**src/rtl/axi_arb_pkg.sv**
```systemverilog
`default_nettype none
// ============================================================================
// Module : axi_arb_pkg
// Shared types and AXI encodings for the AXI write arbiter.
// Rev    : 1.0
// ============================================================================
package axi_arb_pkg;

    typedef enum logic [1:0] {
        ST_IDLE = 2'd0,
        ST_ADDR = 2'd1,
        ST_DATA = 2'd2,
        ST_RESP = 2'd3
    } arb_state_e;

    localparam logic [1:0] BURST_FIXED = 2'd0;
    localparam logic [1:0] BURST_INCR  = 2'd1;
    localparam logic [1:0] BURST_WRAP  = 2'd2;

    localparam logic [1:0] RESP_OKAY   = 2'd0;
    localparam logic [1:0] RESP_SLVERR = 2'd2;

endpackage
`default_nettype wire

```
**src/rtl/rr_arbiter.sv**
```systemverilog
`default_nettype none
// ============================================================================
// Module : rr_arbiter
// Combinational round-robin pick: first request at or after rr_ptr_i, wrapping.
// Rev    : 1.0
// ============================================================================
module rr_arbiter #(
    parameter int NREQ = 2
) (
    input  logic [NREQ-1:0]         req_i,
    input  logic [$clog2(NREQ)-1:0] rr_ptr_i,
    output logic [NREQ-1:0]         gnt_o
);

    localparam int PW   = $clog2(NREQ);
    localparam int SUMW = PW + 1;
    localparam logic [SUMW-1:0] NREQ_W = SUMW'(NREQ);

    logic            found;
    logic [SUMW-1:0] sum;

    always_comb begin
        gnt_o = '0;
        found = 1'b0;
        sum   = '0;
        for (int k = 0; k < NREQ; k++) begin
            // Extra sum bit lets the wrap work for non-power-of-two NREQ.
            sum = {1'b0, rr_ptr_i} + SUMW'(k);
            if (sum >= NREQ_W) begin
                sum = sum - NREQ_W;
            end
            if (!found && req_i[sum[PW-1:0]]) begin
                gnt_o[sum[PW-1:0]] = 1'b1;
                found              = 1'b1;
            end
        end
    end

endmodule
`default_nettype wire

```
**src/rtl/axi_write_arbiter.sv**
```systemverilog
`default_nettype none
// ============================================================================
// Module : axi_write_arbiter
// Round-robin sharing of one AXI write master among NREQ full AW/W/B requesters.
// Rev    : 1.0
// ============================================================================
module axi_write_arbiter
    import axi_arb_pkg::*;
#(
    parameter int NREQ = 2,
    parameter int AW   = 32,
    parameter int DW   = 64
) (
    input  logic                   clk,
    input  logic                   rst_n,

    input  logic [NREQ*AW-1:0]     req_awaddr,
    input  logic [NREQ*8-1:0]      req_awlen,
    input  logic [NREQ*3-1:0]      req_awsize,
    input  logic [NREQ*2-1:0]      req_awburst,
    input  logic [NREQ-1:0]        req_awvalid,
    output logic [NREQ-1:0]        req_awready,
    input  logic [NREQ*DW-1:0]     req_wdata,
    input  logic [NREQ*DW/8-1:0]   req_wstrb,
    input  logic [NREQ-1:0]        req_wvalid,
    output logic [NREQ-1:0]        req_wready,
    input  logic [NREQ-1:0]        req_bready,
    output logic [NREQ-1:0]        req_bvalid,
    output logic [1:0]             req_bresp,

    output logic [AW-1:0]          m_awaddr,
    output logic [7:0]             m_awlen,
    output logic [2:0]             m_awsize,
    output logic [1:0]             m_awburst,
    output logic                   m_awvalid,
    input  logic                   m_awready,
    output logic [DW-1:0]          m_wdata,
    output logic [DW/8-1:0]        m_wstrb,
    output logic                   m_wlast,
    output logic                   m_wvalid,
    input  logic                   m_wready,
    input  logic [1:0]             m_bresp,
    input  logic                   m_bvalid,
    output logic                   m_bready,

    output logic [NREQ-1:0]        grant,
    output logic                   busy
);

    localparam int PW = $clog2(NREQ);
    localparam int SW = DW / 8;

    arb_state_e      state_q, state_d;
    logic [NREQ-1:0] grant_q, grant_d;
    logic [PW-1:0]   rr_ptr_q, rr_ptr_d;
    logic [7:0]      beat_cnt_q, beat_cnt_d;

    logic [NREQ-1:0] rr_gnt;
    logic [PW-1:0]   gidx;
    logic [AW-1:0]   sel_awaddr;
    logic [7:0]      sel_awlen;
    logic [2:0]      sel_awsize;
    logic [1:0]      sel_awburst;
    logic            sel_awvalid;
    logic [DW-1:0]   sel_wdata;
    logic [SW-1:0]   sel_wstrb;
    logic            sel_wvalid;
    logic            sel_bready;

    rr_arbiter #(
        .NREQ (NREQ)
    ) u_rr_arbiter (
        .req_i    (req_awvalid),
        .rr_ptr_i (rr_ptr_q),
        .gnt_o    (rr_gnt)
    );

    // Mux the granted requester's slice; grant_q is one-hot or zero.
    always_comb begin
        gidx        = '0;
        sel_awaddr  = '0;
        sel_awlen   = '0;
        sel_awsize  = '0;
        sel_awburst = '0;
        sel_awvalid = 1'b0;
        sel_wdata   = '0;
        sel_wstrb   = '0;
        sel_wvalid  = 1'b0;
        sel_bready  = 1'b0;
        for (int i = 0; i < NREQ; i++) begin
            if (grant_q[i]) begin
                gidx        = PW'(i);
                sel_awaddr  = req_awaddr[i*AW +: AW];
                sel_awlen   = req_awlen[i*8 +: 8];
                sel_awsize  = req_awsize[i*3 +: 3];
                sel_awburst = req_awburst[i*2 +: 2];
                sel_awvalid = req_awvalid[i];
                sel_wdata   = req_wdata[i*DW +: DW];
                sel_wstrb   = req_wstrb[i*SW +: SW];
                sel_wvalid  = req_wvalid[i];
                sel_bready  = req_bready[i];
            end
        end
    end

    always_ff @(posedge clk or negedge rst_n) begin
        if (!rst_n) begin
            state_q    <= ST_IDLE;
            grant_q    <= '0;
            rr_ptr_q   <= '0;
            beat_cnt_q <= '0;
        end else begin
            state_q    <= state_d;
            grant_q    <= grant_d;
            rr_ptr_q   <= rr_ptr_d;
            beat_cnt_q <= beat_cnt_d;
        end
    end

    always_comb begin
        state_d     = state_q;
        grant_d     = grant_q;
        rr_ptr_d    = rr_ptr_q;
        beat_cnt_d  = beat_cnt_q;
        req_awready = '0;
        req_wready  = '0;
        req_bvalid  = '0;
        req_bresp   = '0;
        m_awaddr    = '0;
        m_awlen     = '0;
        m_awsize    = '0;
        m_awburst   = '0;
        m_awvalid   = 1'b0;
        m_wdata     = '0;
        m_wstrb     = '0;
        m_wlast     = 1'b0;
        m_wvalid    = 1'b0;
        m_bready    = 1'b0;

        case (state_q)
            ST_IDLE: begin
                if (|req_awvalid) begin
                    grant_d = rr_gnt;
                    state_d = ST_ADDR;
                end
            end
            ST_ADDR: begin
                m_awvalid   = sel_awvalid;
                req_awready = grant_q & {NREQ{m_awready}};
                if (sel_awvalid) begin
                    m_awaddr  = sel_awaddr;
                    m_awlen   = sel_awlen;
                    m_awsize  = sel_awsize;
                    m_awburst = sel_awburst;
                end
                if (sel_awvalid && m_awready) begin
                    beat_cnt_d = sel_awlen;
                    state_d    = ST_DATA;
                end
            end
            ST_DATA: begin
                m_wvalid   = sel_wvalid;
                req_wready = grant_q & {NREQ{m_wready}};
                m_wlast    = (beat_cnt_q == 8'd0);
                if (sel_wvalid) begin
                    m_wdata = sel_wdata;
                    m_wstrb = sel_wstrb;
                end
                // The last beat leaves DATA, so the counter never wraps below zero.
                if (sel_wvalid && m_wready) begin
                    if (beat_cnt_q == 8'd0) begin
                        state_d = ST_RESP;
                    end else begin
                        beat_cnt_d = beat_cnt_q - 8'd1;
                    end
                end
            end
            ST_RESP: begin
                m_bready   = sel_bready;
                req_bvalid = grant_q & {NREQ{m_bvalid}};
                if (m_bvalid) begin
                    req_bresp = m_bresp;
                end
                if (m_bvalid && sel_bready) begin
                    rr_ptr_d = (gidx == PW'(NREQ - 1)) ? '0 : gidx + 1'b1;
                    grant_d  = '0;
                    state_d  = ST_IDLE;
                end
            end
            default: begin
                state_d = ST_IDLE;
            end
        endcase
    end

    assign grant = grant_q;
    assign busy  = (state_q != ST_IDLE);

endmodule
`default_nettype wire

```
**config.mk**
```make
export PLATFORM = sky130hd
export DESIGN_NAME = axi_write_arbiter
export DESIGN_NICKNAME = d
export VERILOG_FILES = /design/src/rtl/axi_arb_pkg.sv /design/src/rtl/rr_arbiter.sv /design/src/rtl/axi_write_arbiter.sv
export SDC_FILE = /design/constraint.sdc
export NUM_CORES = 1
export LEC_CHECK = 0
export BUFFER_PORTS_ARGS = -buffer_cell sky130_fd_sc_hd__buf_2
export CAP_MARGIN = 20
export CORE_AREA = 3 3 148 150
export CTS_BUF_LIST = sky130_fd_sc_hd__clkbuf_8
export DETAILED_ROUTE_END_ITERATION = 8
export DIE_AREA = 0 0 151 153
export PLACE_DENSITY = 0.41
export SETUP_SLACK_MARGIN = 0.3
export SLEW_MARGIN = 10
export SYNTH_ARGS = -nofsm -noshare
export SYNTH_HDL_FRONTEND = slang
export SYNTH_HIERARCHICAL = 1
export SYNTH_SLANG_ARGS = --single-unit
```
**constraint.sdc**
```tcl
create_clock -name clk -period 4 [get_ports clk]
set_input_delay 0 -clock clk [delete_from_list [all_inputs] [get_ports clk]]
set_output_delay 0 -clock clk [all_outputs]
set_load 0.01 [all_outputs]
```
==> flow_metrics.py, run 1 <==
metrics = {
    "sta": {
        "period_minus_slack_ns": 2.67,
        "hold_viol_final": 0,
        "max_slew.worst_pin.slew_ns": 0.962,
        "timing.final.crit_share_pct": 66.9,
        "slew_violations": 0,
        "max_freq_mhz": 374,
        "relSlewSlack_pct": 35.9,
        "clock-skew-final_ns": 0.00594,
        "setup_ws_ns": 1.33,
        "setup-violations-final": 0,
        "fin_tns_setup_ns": 0,
        "rsz0062_at_grt": "false",
    },
    "pwr": {
        "power_switching_mw": 0.0977,
        "swShare_pct": 25.6,
        "power_density_nw_per_um2": 78.6,
        "peakVddDrop_mv": 0.0587,
        "total_power_mw": 0.381,
        "p_seq_share_pct": 34.5,
        "power.internal_mw": 0.284,
        "comb_power_share_pct": 34.3,
        "p_leak_nw": 2.36,
        "pwr-share-clk_pct": 31.2,
    },
    "layout": {
        "syn_to_final_growth_pct": 79.5,
        "multiInputGateArea_um2": 2140,
        "fill_cells": 2395,
        "final_cell_area_um2": 4850,
        "fin_nets": 1018,
        "final_common_cell": "buf_2",
        "register_area_um2": 329,
        "drive_gt1_share_pct": 52.3,
        "final_cell_mix": "buf_2 (378), nor2_1 (124), a22oi_1 (118)",
    },
    "worst_setup_path": {
        "worstSetupEndpoint": "m_wdata[44]",
        "worstRegToRegCells": 5,
        "regToRegStartpoint": "grant[1]",
        "endpoint_kind": "output pin",
        "r2r_setup_slack_ns": 1.42,
        "timing.critical_path.from": "state_q[0]",
        "required_ns": 4.00,
        "critPathLaunchType": "register",
        "critPathArrivalTime_ns": 2.67,
        "reg2reg_to": "beat_cnt_q[5]",
        "path_class": "reg2out",
        "cp_max_fo": 26,
    },
    "logic_synthesis": {
        "synth-seq-cells": 13,
        "synthCells": 423,
        "synth_ff_type": "dfrtp_1",
        "ys_async_sr_fraction_pct": 100,
        "syn_nets": 677,
        "yosysWarningCount": 6,
        "syn_area_per_cell_um2": 6.40,
        "synth_cell_type_count": 49,
        "synth_edf_count": 0,
        "yosysSeqAreaShare_pct": 12.0,
        "synth_area_um2": 2710,
    },
    "clock_network": {
        "max-clock-path-buffers": 2,
        "clkTransAtPathRegs_ns": 0.06,
        "cts.sinks": 13,
        "h-tree-depth": 1,
        "cts_buffers": 3,
        "cts_setup_buffers": 0,
        "clock_latency_ns": 0.25,
        "cts_root_buf": "clkbuf_8",
        "cts_tree": "built",
    },
    "placement": {
        "portBuffers": 378,
        "gp_congestion": 0.824,
        "post-place-ws_ns": 1.38,
        "dpl_cell_area_um2": 4790,
        "dp_hpwl_um": 14000,
    },
    "global_routing": {
        "grt_usage_pct": 13.9,
        "grt_max_degree": 75,
        "grt_pass1_vias": 4544,
        "grt_overflow": 0,
        "antenna_found_initial": 4,
        "grt_pass1_wl_um": 25900,
    },
    "die": {
        "die_x_um": 151,
        "die_y_um": 153,
        "rows": 53,
        "core-area_um2": 20800,
        "initial_core_util_pct": 13.0,
        "pin_count": 379,
        "die-area_um2": 23100,
    },
    "detailed_routing": {
        "ant_nets": 0,
        "viasPerCell": 4.43,
        "drt-pass1-iter-count": 4,
        "drt-total-wl_um": 17200,
        "drt_iter0_drc": 227,
        "drcViolationCount": 0,
        "num_vias": 4612,
        "wl_per_cell_um": 16.6,
    },
    "run_status": {
        "status": "complete, no violations",
    },
    "hold_path": {
        "hold_path_class": "in2reg",
    },
    "job": {
        "cap_violations": 0,
    },
}
==> through the flow <==
stage	util [%]	std cells	hold WS, ns
finish	23.3	1041	0.0729
global route	23.3	1040	0.112
global placement	23.0	1033	-0.0570
detailed placement	23.0	1033	-0.0728
floorplan	-	423	-0.296
CTS	23.3	1038	0.0728
==> synth_stat cells, types with 2 or more instances <==
| cell type | n | area, um^2 |
|---|---|---|
| nor2_1 | 124 | 465 |
| a22oi_1 | 118 | 886 |
| clkbuf_1 | 38 | 143 |
| dfrtp_1 | 13 | 325 |
| inv_1 | 12 | 45.0 |
| and3_1 | 11 | 68.8 |
| nand2_1 | 11 | 41.3 |
| a21oi_1 | 7 | 35.0 |
| ha_1 | 7 | 87.6 |
| a31oi_1 | 6 | 37.5 |
| nand3_1 | 6 | 30.0 |
| nor2b_1 | 6 | 37.5 |
| o21ai_0 | 5 | 25.0 |
| buf_1 | 4 | 15.0 |
| nand4_1 | 4 | 25.0 |
| buf_2 | 3 | 15.0 |
| nand2b_1 | 3 | 18.8 |
| nor3_1 | 3 | 15.0 |
| a211oi_1 | 2 | 15.0 |
| a21boi_0 | 2 | 15.0 |
| a21boi_1 | 2 | 15.0 |
| a22o_1 | 2 | 17.5 |
| a32oi_1 | 2 | 17.5 |
| buf_4 | 2 | 15.0 |
| buf_6 | 2 | 22.5 |
| o221a_2 | 2 | 22.5 |
| o2bb2ai_1 | 2 | 17.5 |
| o41ai_1 | 2 | 17.5 |
| or4_1 | 2 | 15.0 |
==> kinds of logic (layout without fill, tap and decap cells) <==
logic type	count (synthesis)	in the layout	synth area share, %
adder cells (fa/ha/maj)	7	7	3.24
AND/OR/NAND/NOR	182	182	30.9
multiplexers	1	1	0.555
AO/OA/AOI/OAI	159	159	43.8
flip-flops	13	13	12.0
other	0	3	0
buffers and inverters	61	401	9.44
==> power groups by stage <==
stage               logic (mW)  clock network (mW)  registers [mW]
finish                   0.131               0.119           0.132
global route             0.145               0.131           0.131
CTS                      0.132               0.123           0.131
global placement         0.129                   0           0.134
floorplan              0.00110                   0           0.134
detailed placement       0.130                   0           0.134
==> worst max-delay path, cell delays in order (launching register included) <==
cell	delay, ns
dfrtp_1	0.40
inv_1	0.13
ha_1	0.62
nand2_2	0.53
buf_4	0.38
nor2_1	0.18
buf_2	0.16
==> timing repair <==
| item | in CTS | in global routing |
|---|---|---|
| hold buffers | 1 | 0 |
| gates resized for setup | 0 | 0 |
| setup endpoints to repair | 0 | 0 |
| hold endpoints to repair | 13 | 0 |
==> state kept, by name, summed over array words and instances (netlist names) <==
| register | count |
|---|---|
| beat_cnt_q | 8 |
| state_q | 2 |
| rr_ptr_q | 1 |
| grant | 2 |
==> metal layers <==
layer	global-route usage, %	routed length [um]	vias to the layer above
met5	0	7	-
met4	2.46	259	2
met3	2.46	1100	16
met2	25.9	9100	184
met1	16.6	6770	2147
li1	-	-	2263
==> how the worst min path moves through the flow <==
stage / start / to / slack [ns] / depth (start not counted)
3_3_place_gp: rst_n / beat_cnt_q[1] / -0.06 / 1
5_1_grt: m_bvalid / rr_ptr_q / 0.11 / 3
4_1_cts: m_bvalid / rr_ptr_q / 0.07 / 3
3_5_place_dp: rst_n / state_q[1] / -0.07 / 1
6_report: m_bvalid / rr_ptr_q / 0.07 / 3
2_1_floorplan: rst_n / beat_cnt_q[0] / -0.30 / 0
==> final cells by class <==
type / instances / area share (%)
multi-input cells: 349 / 44.0
repair buffers: 385 / 40.1
well taps: 275 / 7.09
flip-flops and latches: 13 / 6.78
inverters: 12 / 0.928
clock buffers: 3 / 0.851
diodes: 3 / 0.155
clock inverters: 1 / 0.0773
Note: power is estimated with default switching activity, not from simulation.
==> run 2: changes to the inputs <==
- clock period: 4 -> 2.7 ns (I/O delays scaled with it)
==> flow_metrics.py, run 2 (synthesis gave the netlist of run 1 again) <==
metrics = {
    "detailed_routing": {
        "wl_per_cell_um": 16.4,
        "num_vias": 4666,
        "dr_wl_met2_um": 8960,
        "wl_met1_um": 6900,
        "top_layer_used": "met4",
        "ant_nets": 0,
        "drt_iter0_drc": 242,
        "wl_met3_um": 1140,
        "drt-pass1-iter-count": 5,
        "viasPerCell": 4.45,
        "drt-total-wl_um": 17200,
        "drcViolationCount": 0,
    },
    "clock_network": {
        "clock_latency_ns": 0.25,
        "cts_root_buf": "clkbuf_8",
        "cts_buffers": 3,
        "cts_tree": "built",
        "cts.sinks": 13,
        "h-tree-depth": 1,
        "clkTransAtPathRegs_ns": 0.06,
        "max-clock-path-buffers": 2,
    },
    "worst_setup_path": {
        "r2r_setup_slack_ns": 0.52,
        "path_class": "reg2out",
        "endpoint_kind": "output pin",
        "timing.critical_path.from": "state_q[1]",
        "cp_max_fo": 23,
        "cpPeakStageDelay_ns": 0.46,
        "worstPathCellList": "inv_1, ha_1, nand2b_2, buf_12, nor2_1, buf_2",
        "critPathArrivalTime_ns": 2.18,
        "regToRegStartpoint": "state_q[1]",
        "critPathLaunchType": "register",
        "required_ns": 2.70,
        "worst_path_max_delay_cell": "ha_1",
    },
    "pwr": {
        "p_seq_share_pct": 34.0,
        "power_switching_mw": 0.152,
        "peakVddDrop_mv": 0.138,
        "pwr-share-clk_pct": 32.3,
        "power.internal_mw": 0.420,
        "p_leak_nw": 2.42,
        "comb_power_share_pct": 33.7,
        "power_density_nw_per_um2": 116,
        "swShare_pct": 26.6,
    },
    "layout": {
        "largest_reg_flops": 8,
        "fin_nets": 1024,
        "drive_gt1_share_pct": 52.7,
        "largest-register": "beat_cnt_q",
        "final_common_cell": "buf_2",
        "syn_to_final_growth_pct": 82.5,
        "fin_util_pct": 23.7,
        "final_cell_mix": "buf_2 (378), nor2_1 (124), a22oi_1 (118)",
    },
    "global_routing": {
        "grt_pass1_wl_um": 25900,
        "grt_pass1_vias": 4627,
        "antenna_found_initial": 4,
        "grt_usage_pct": 13.8,
        "grt_max_degree": 75,
        "grt_overflow": 0,
    },
    "sta": {
        "timing.final.crit_share_pct": 80.7,
        "rsz0062_at_grt": "false",
        "setup_ws_ns": 0.520,
        "max_slew.worst_pin.slew_ns": 0.762,
        "fin_tns_setup_ns": 0,
        "hold_viol_final": 0,
        "clock-skew-final_ns": 0.00924,
        "period_minus_slack_ns": 2.18,
        "max_freq_mhz": 459,
        "relSlewSlack_pct": 49.2,
        "slew_violations": 0,
        "setup-violations-final": 0,
    },
    "hold_path": {
        "hold_path_class": "in2reg",
        "worstHoldStart": "m_bvalid",
    },
    "die": {
        "die_x_um": 151,
        "core-area_um2": 20800,
        "initial_core_util_pct": 13.0,
        "rows": 53,
        "die-area_um2": 23100,
        "die_y_um": 153,
        "pin_count": 379,
    },
    "job": {
        "cap_violations": 0,
    },
    "run_status": {
        "status": "complete, no violations",
    },
    "placement": {
        "gp_congestion": 0.819,
        "post-place-ws_ns": 0.529,
        "portBuffers": 378,
        "dp_hpwl_um": 14300,
    },
}
run 2: cell count changes in the layout (fill, tap and decap cells not counted):
| cell | before | now |
|---|---|---|
| buf_4 | 6 | 9 |
| buf_12 | 0 | 2 |
| buf_6 | 0 | 1 |
| diode_2 | 3 | 4 |
| nand2_2 | 1 | 0 |
| nand2_4 | 0 | 1 |
run 2: worst paths after layout:
| path | cells after the start | to |
|---|---|---|
| max reg2reg | 5 | state_q[1] |
| min | 3 | rr_ptr_q |
| max in group asynchronous | 2 | grant[1] |
| max | 6 | m_awaddr[16] |
| min reg2reg | 2 | rr_ptr_q |
| min in group asynchronous | 2 | beat_cnt_q[0] |
run 2: final cells by class:
cell class              instances  area (um^2)
diodes                          4         10.0
fillers                      2444        15900
repair buffers                391         2020
multi-input cells             349         2140
flip-flops and latches         13          329
clock inverters                 1         3.75
well taps                     275          344
clock buffers                   3         41.3
inverters                      12         45.0
run 2: per-layer routing:
metal / vias up / global-route usage (%)
li1: 2275 / -
met1: 2188 / 16.9
met2: 191 / 25.6
met3: 12 / 2.61
met4: 0 / 1.60
met5: - / 0
run 2: stage by stage:
step           instances  instance area (um^2)  hold slack [ns]  total power, mW
2_1_floorplan        423                  2710           -0.296            0.200
3_3_place_gp        1039                  4860          -0.0734            0.389
3_5_place_dp        1039                  4860          -0.0755            0.389
4_1_cts             1044                  4920           0.0795            0.575
5_1_grt             1046                  4930           0.0976            0.608
6_report            1048                  4940           0.0804            0.573
run 2: critical path, delay by kind of cell (launching register included):
family | cells | cell delay (ns)
AND/OR/NAND/NOR | 2 | 0.50
adder cells (fa/ha/maj) | 1 | 0.46
flip-flops | 1 | 0.41
buffers and inverters | 3 | 0.53
run 2: timing repair:
item	4_1_cts	5_1_grt
setup buffers	0	0
hold buffers	1	0
hold endpoints to repair	13	0
gates resized for setup	0	2
setup endpoints to repair	0	56
run 2: power by group through the flow:
stage	registers, mW	logic (mW)	clock network [mW]
after floorplan	0.198	0.00162	0
after global placement	0.198	0.190	0
after detailed placement	0.198	0.191	0
after CTS	0.195	0.194	0.187
after global routing	0.195	0.213	0.200
final	0.195	0.193	0.185
==> run 3: changes to the inputs <==
- clock period: 2.7 -> 2.15 ns (I/O delays scaled with it)
==> flow_metrics.py, run 3 (synthesis gave the netlist of run 1 again) <==
metrics = {
    "layout": {
        "syn_to_final_growth_pct": 167,
        "largest-register": "beat_cnt_q",
        "register_area_um2": 332,
        "final_common_cell": "buf_2",
        "fin_nets": 1080,
        "multiInputGateArea_um2": 3110,
        "final_cell_mix": "buf_2 (301), a22oi_1 (98), buf_6 (88)",
        "fill_cells": 2210,
        "final_cell_area_um2": 7230,
        "drive_gt1_share_pct": 73.0,
        "largest_reg_flops": 8,
    },
    "sta": {
        "relSlewSlack_pct": 65.1,
        "setup-violations-final": 0,
        "slew_violations": 0,
        "max_freq_mhz": 511,
        "period_minus_slack_ns": 1.96,
        "hold_viol_final": 0,
        "clock-skew-final_ns": 0.00272,
        "fin_tns_setup_ns": 0,
        "max_slew.worst_pin.slew_ns": 0.520,
        "timing.final.crit_share_pct": 91.0,
        "rsz0062_at_grt": "true",
    },
    "placement": {
        "dpl_cell_area_um2": 4980,
        "dp_hpwl_um": 14900,
        "gp_congestion": 0.804,
        "portBuffers": 378,
    },
    "worst_setup_path": {
        "endpoint_kind": "output pin",
        "critPathArrivalTime_ns": 1.96,
        "path_class": "reg2out",
        "critPathLaunchType": "register",
        "required_ns": 2.15,
        "cp_max_fo": 6,
    },
    "global_routing": {
        "antenna_found_initial": 2,
        "grt_pass1_vias": 4650,
        "grt_pass1_wl_um": 26900,
        "grt_overflow": 0,
        "grt_usage_pct": 14.7,
        "grt_max_degree": 57,
    },
    "die": {
        "die_y_um": 153,
        "rows": 53,
        "pin_count": 379,
        "die_x_um": 151,
        "die-area_um2": 23100,
        "initial_core_util_pct": 13.0,
        "core-area_um2": 20800,
    },
    "clock_network": {
        "cts_root_buf": "clkbuf_8",
        "cts.sinks": 13,
        "h-tree-depth": 1,
        "clkTransAtPathRegs_ns": 0.06,
        "cts_buffers": 3,
        "max-clock-path-buffers": 2,
        "clock_latency_ns": 0.25,
        "cts_tree": "built",
    },
    "detailed_routing": {
        "drcViolationCount": 0,
        "wl_per_cell_um": 20.7,
        "ant_nets": 0,
        "num_vias": 5091,
        "drt-total-wl_um": 22800,
        "drt-pass1-iter-count": 4,
        "drt_iter0_drc": 185,
        "viasPerCell": 4.62,
    },
    "pwr": {
        "p_leak_nw": 2.95,
        "peakVddDrop_mv": 0.198,
        "power_density_nw_per_um2": 102,
    },
    "job": {
        "cap_violations": 0,
    },
    "hold_path": {
        "hold_path_class": "in2reg",
    },
    "run_status": {
        "status": "complete, no violations",
    },
}
-- run 3: changes by cell type in the layout (fill, tap and decap cells not counted), sizes merged --
cell	before	now
nand2	11	14
buf	390	431
diode	4	1
clkbuf	3	15
-- run 3: final timing paths --
kind / start / endpoint / slack [ns] / cells past startpoint
max in group asynchronous: rst_n / grant[1] / 1.63 / 2
hold reg to reg: rr_ptr_q / rr_ptr_q / 0.56 / 2
setup / recovery: grant[1] / m_wdata[56] / 0.19 / 8
min in group asynchronous: rst_n / beat_cnt_q[0] / 0.20 / 2
hold / removal: m_bvalid / rr_ptr_q / 0.08 / 3
setup reg to reg: state_q[0] / state_q[1] / 0.20 / 6
-- run 3: worst max-delay path: stages, from the launching register on --
cell and delay (ns):
dfrtp_4 0.52, nor2b_4 0.20, buf_12 0.13, a22o_4 0.23, buf_12 0.14, nand2_8 0.07
clkbuf_16 0.18, nor2_4 0.09, buf_2 0.14
-- run 3: per-layer routing --
layer | global-route usage, % | vias to the layer above | wire length, um
li1 | - | 2397 | -
met1 | 18.6 | 2470 | 9920
met2 | 27.2 | 208 | 11600
met3 | 2.16 | 16 | 1130
met4 | 1.47 | 0 | 232
met5 | 0 | - | 0
-- run 3: through the flow --
stage	instances	setup WS (ns)	utilization, %	hold WS [ns]	total power, mW
6_report	1101	0.195	34.7	0.0771	0.736
5_1_grt	1101	0.122	34.7	0.107	0.775
4_1_cts	1065	0.212	25.3	0.0767	0.727
3_5_place_dp	1048	0.139	23.9	-0.0676	0.491
3_3_place_gp	1048	0.157	23.9	-0.0638	0.492
2_1_floorplan	423	0.204	-	-0.296	0.251
-- run 3: repair_timing --
item | in CTS | in global routing
endpoints found under the hold margin | 13 | 0
pin swaps | 3 | 99
hold buffers | 1 | 0
gates cloned | 1 | 24
setup endpoints to repair | 128 | 124
gates resized for setup | 26 | 325
setup buffers | 11 | 11
-- run 3: power by group --
part | switching [mW] | total, mW | internal [mW] | leakage, nW
clock network | 0.108 | 0.235 | 0.127 | 0.0269
registers | 0 | 0.244 | 0.244 | 0.140
logic | 0.0994 | 0.257 | 0.157 | 2.78
-- run 3: area by class of cell --
type                    instances  area share [%]
multi-input cells             352            43.0
well taps                     275            4.76
diodes                          1          0.0346
clock buffers                   3           0.571
repair buffers                444            46.3
inverters                      12           0.657
clock inverters                 1          0.0519
flip-flops and latches         13            4.58
